==> src/rtl/ysyx_22050499_wb_commit.sv <==
// Write-back/commit stage: holds one instruction from MEM, selects the writeback value,
// drives the GPR/CSR write ports, pulses retire and counts retired instructions.
module ysyx_22050499_wb_commit #(
    parameter int unsigned BUS_W = 179,
    parameter int unsigned CNT_W = 64
) (
    input  logic             clock,
    input  logic             reset,
    input  logic             wb_in_valid,
    input  logic [BUS_W-1:0] wb_in_bits,
    output logic             wb_in_ready,
    input  logic             commit_hold,
    output logic [31:0]      wb_pc,
    output logic             rf_we,
    output logic [4:0]       rf_waddr,
    output logic [31:0]      rf_wdata,
    output logic             csr_we,
    output logic [2:0]       csr_waddr,
    output logic [31:0]      csr_wdata,
    output logic             retire_valid,
    output logic [31:0]      retire_pc,
    output logic             fwd_valid,
    output logic [4:0]       fwd_rd,
    output logic [31:0]      fwd_data,
    output logic [CNT_W-1:0] instret
);

    typedef enum logic [0:0] {
        IDLE   = 1'b0,
        COMMIT = 1'b1
    } state_t;

    typedef struct packed {
        logic [31:0] load_data;
        logic [31:0] pc;
        logic [31:0] alu;
        logic [31:0] csr_val;
        logic [1:0]  mem_to_reg;
        logic [2:0]  csr_addr;
        logic [4:0]  rd;
        logic        csr_we;
        logic        gpr_we;
    } entry_t;

    state_t           state_q, state_d;
    entry_t           entry_q, entry_d;
    entry_t           entry_in;
    logic [CNT_W-1:0] instret_q, instret_d;
    logic             accept;
    logic             commit;
    logic             gpr_write;
    logic [31:0]      wb_value;

    // Bits [82:44] of the MEM bus carry fields this stage does not consume.
    logic             unused_bus_bits;
    assign unused_bus_bits = ^wb_in_bits[82:44];

    always_comb begin
        entry_in            = '0;
        entry_in.load_data  = wb_in_bits[178:147];
        entry_in.pc         = wb_in_bits[146:115];
        entry_in.alu        = wb_in_bits[114:83];
        entry_in.csr_val    = wb_in_bits[43:12];
        entry_in.mem_to_reg = wb_in_bits[11:10];
        entry_in.csr_addr   = wb_in_bits[9:7];
        entry_in.rd         = wb_in_bits[6:2];
        entry_in.csr_we     = wb_in_bits[1];
        entry_in.gpr_we     = wb_in_bits[0];
    end

    assign wb_in_ready = (state_q == IDLE) | ((state_q == COMMIT) & ~commit_hold);
    assign accept      = wb_in_valid & wb_in_ready;
    assign commit      = (state_q == COMMIT) & ~commit_hold & ~reset;
    assign gpr_write   = entry_q.gpr_we & (entry_q.rd != 5'd0);

    always_comb begin
        state_d   = state_q;
        entry_d   = entry_q;
        instret_d = instret_q;
        if (accept) begin
            state_d = COMMIT;
            entry_d = entry_in;
        end else if ((state_q == COMMIT) && !commit_hold) begin
            state_d = IDLE;
        end
        if (commit) begin
            instret_d = instret_q + {{(CNT_W-1){1'b0}}, 1'b1};
        end
    end

    always_ff @(posedge clock) begin
        if (reset) begin
            state_q   <= IDLE;
            entry_q   <= '0;
            instret_q <= '0;
        end else begin
            state_q   <= state_d;
            entry_q   <= entry_d;
            instret_q <= instret_d;
        end
    end

    always_comb begin
        wb_value = entry_q.alu;
        unique case (entry_q.mem_to_reg)
            2'b00: wb_value = entry_q.alu;
            2'b01: wb_value = entry_q.load_data;
            2'b10: wb_value = entry_q.csr_val;
            2'b11: wb_value = entry_q.pc + 32'd4;
            default: wb_value = entry_q.alu;
        endcase
    end

    // Entry is not cleared on leaving COMMIT, so wb_pc keeps the last committed pc.
    assign wb_pc        = entry_q.pc;
    assign rf_we        = commit & gpr_write;
    assign rf_waddr     = entry_q.rd;
    assign rf_wdata     = wb_value;
    assign csr_we       = commit & entry_q.csr_we;
    assign csr_waddr    = entry_q.csr_addr;
    assign csr_wdata    = entry_q.alu;
    assign retire_valid = commit;
    assign retire_pc    = entry_q.pc;
    assign fwd_valid    = (state_q == COMMIT) & gpr_write & ~reset;
    assign fwd_rd       = entry_q.rd;
    assign fwd_data     = wb_value;
    assign instret      = instret_q;

endmodule

==> config.mk <==
export PLATFORM = sky130hd
export DESIGN_NAME = ysyx_22050499_wb_commit
export DESIGN_NICKNAME = d
export VERILOG_FILES = /design/src/rtl/ysyx_22050499_wb_commit.sv
export SDC_FILE = /design/constraint.sdc
export NUM_CORES = 1
export LEC_CHECK = 0
export CAP_MARGIN = 25
export CORE_AREA = 2 2 165 167
export CTS_CLUSTER_SIZE = 24
export DETAILED_ROUTE_END_ITERATION = 10
export DIE_AREA = 0 0 167 169
export PLACE_DENSITY = 0.84
export SYNTH_ARGS = -nofsm -noshare
export SYNTH_HDL_FRONTEND = slang
export SYNTH_SLANG_ARGS = --single-unit
==> constraint.sdc <==
create_clock -name clock -period 4.63 [get_ports clock]
set_input_delay 1.1575 -clock clock [delete_from_list [all_inputs] [get_ports clock]]
set_output_delay 1.1575 -clock clock [all_outputs]
set_load 0.01 [all_outputs]
==> results.ini <==
[placed_design]
portBuffers=385
dp_hpwl_um=24400
place_congestion=0.888

[floorplanning]
die_w_um=167
io_pins=425
start_util=0.388
core-area_um2=26500
rows=60
dieArea_um2=28200
die_h_um=169

[synthesis]
syn-instance-count=1291
synth_seq_area_share=0.399
syn_nets=1476
syn-cell-area_um2=10300
synth_warnings=0
syn_avg_cell_area_um2=7.96
ys_async_sr_fraction=0
synth_edf_count=0
ys.flop_type=dfxtp_1
synth_cell_types=45
synth_seq_cells=205

[hold_path]
hold_depth=2
min_from=entry_q[34]
holdCritPathClass=reg2reg
hold-path-endpoint=entry_q[34]

[timing]
fmax_mhz=226
finalSetupTns_ns=0
slew_viol_final=0
fin_crit_ns=4.43
final_hold_viol_count=0
worst_pin_slew_ns=0.868
relSlewSlack=0.421
finalSetupViolations=0
post-route-period-util=0.957
skew_ns=0.0116
rsz0062_at_grt=no

[worst_setup_path]
crit_fanout=8
start_kind=flop
cp.required_ns=3.47
worstSetupEndpointType=output pin
regToRegEndpoint=instret[39]
cpPeakStageDelay_ns=0.65
worst-path-buf-inv=1
worstPathArrival_ns=3.27
path_delay_family=simple AND/OR/NAND/NOR gates
worstSetupPathType=reg2out
path_cells=and4_1, and4_2, nand3_1, mux2i_1, a221oi_1, clkdlybuf4s50_1
r2r-start=instret[4]
reg2reg_depth=5
cp_slowest_cell=clkdlybuf4s50_1
r2r_slack_ns=1.92

[final_layout]
area_growth_syn_to_layout_pct=37.2
fillers=2335
nets=1682
seqCellArea_um2=4110
multi_input_area_um2=4790
final_common_cell=clkdlybuf4s50_1
drive_gt1_frac=0.0654
mostFrequentLayoutCells=384 x clkdlybuf4s50_1, 323 x nand2_1, 203 x dfxtp_1

[clocking]
path_clk_slew_ns=0.06
cts_tree=built
post-cts-setup-buffers=0
cts_resized=0
hold_buffers=0
clock_sinks=205
cts_buffers=25
clock-root-buffer=clkbuf_16
htree_num_levels=1
clock_latency_ns=0.52
clockBufferDepth=3

[routing]
viasPerCell=5.36
antenna_left=0
wl_um=34300
via_count=9940
wl_per_cell_um=18.5
firstDrtPassIters=5
drt_iter0_drc=821
drc=0

[power]
powerDensity_nw_per_um2=314
leakage_nw=4.81
ir_drop_v=0.000289
p_total_mw=4.43

[global_route]
grt_pass1_wl_um=52200
grt.total_usage=0.228
grt-ovfl-total=0
grt_max_degree=78
grt_pass1_vias=9523
antenna_found_initial=3

[flow_run]
drv_cap=0

[status]
run_status=complete, no violations

[sequential cells by signal, indices dropped and copies added (netlist names)]
signal / flops
retire_pc: 32
state_q: 1
instret: 64
csr_wdata: 32
csr_waddr: 3
entry_q: 68
fwd_rd: 5
[cell usage after synthesis, types with 2 or more instances]
master    number  area (µm²)
a211oi_1       3        22.5
xor2_1        24         210
nor2_1        35         131
inv_1         11        41.3
or4_1         21         158
nor4_1        12        75.1
ha_1           2        25.0
and2_1         8        50.1
mux2_2        14         158
or2_2          2        12.5
clkbuf_1      69         259
nand4_1       30         188
buf_2          2        10.0
o21ai_0       18        90.1
mux4_2        17         383
and4_1        14         123
mux2i_1        2        20.0
o22ai_1       14        87.6
buf_4        141        1060
o31ai_1       20         150
and3_1         2        12.5
dfxtp_1      205        4100
buf_1          5        18.8
nor3_1        10        50.1
nand2_1      324        1220
or3_1         17         106
nor2b_1        2        12.5
nand3_1       32         160
xnor2_1       27         236
a21oi_1      192         961
nand2b_1       2        12.5
[stage by stage]
step / worst slack (ns) / cell area, µm² / cells / util / hold WS [ns]
floorplan: 1.28 / 10300 / 1291 / - / 0.432
global placement: 0.604 / 13300 / 1811 / 0.503 / 0.439
detailed placement: 0.556 / 13300 / 1811 / 0.503 / 0.447
CTS: 0.000449 / 14100 / 1854 / 0.532 / 0.454
global route: 0.0814 / 14100 / 1856 / 0.532 / 0.474
finish: 0.199 / 14100 / 1856 / 0.532 / 0.454
[tightest hold or removal path: stages (launching register included)]
cell and delay, ns:
dfxtp_1 0.30, nand2_1 0.05, a21oi_1 0.05
[logic make-up (layout without fill, tap and decap cells)]
family | Yosys count | count (layout) | synth area share
simple gates | 519 | 519 | 0.233
compound gates | 251 | 251 | 0.131
buf+inv | 230 | 452 | 0.137
flops | 205 | 205 | 0.399
xor+xnor | 51 | 51 | 0.0435
mux | 33 | 33 | 0.0545
fa+ha+maj | 2 | 2 | 0.00243
other cells | 0 | 2 | 0
[where the power goes]
part           switching [mW]  total, mW  internal [mW]
Clock                   0.768       1.82           1.05
Combinational           0.313      0.696          0.383
Sequential             0.0745       1.91           1.84
[worst max-delay path by stage]
stage / start / end / slack, ns / cells past startpoint
finish: retire_pc[4] / fwd_data[28] / 0.20 / 6
global route: retire_pc[4] / fwd_data[28] / 0.08 / 6
CTS: retire_pc[4] / rf_wdata[30] / 0.0004 / 6
detailed placement: retire_pc[4] / rf_wdata[30] / 0.56 / 6
global placement: retire_pc[4] / rf_wdata[30] / 0.60 / 6
floorplan: retire_pc[14] / rf_wdata[28] / 1.28 / 6
[layout make-up]
type                       instances  area share
antenna                            2    0.000355
clock buffer                      33      0.0493
clock inverter                    10     0.00444
inverter                          11     0.00293
multi-input combinational        856       0.339
sequential                       205       0.291
tap                              341      0.0303
timing repair buffer             398       0.282
[metal layers]
| layer | global-route usage | wire [µm] |
|---|---|---|
| met5 | 0 | 14 |
| met4 | 0.0900 | 1310 |
| met3 | 0.0613 | 2800 |
| met2 | 0.399 | 17000 |
| met1 | 0.265 | 13200 |
Note: power is estimated with default switching activity, not from simulation.
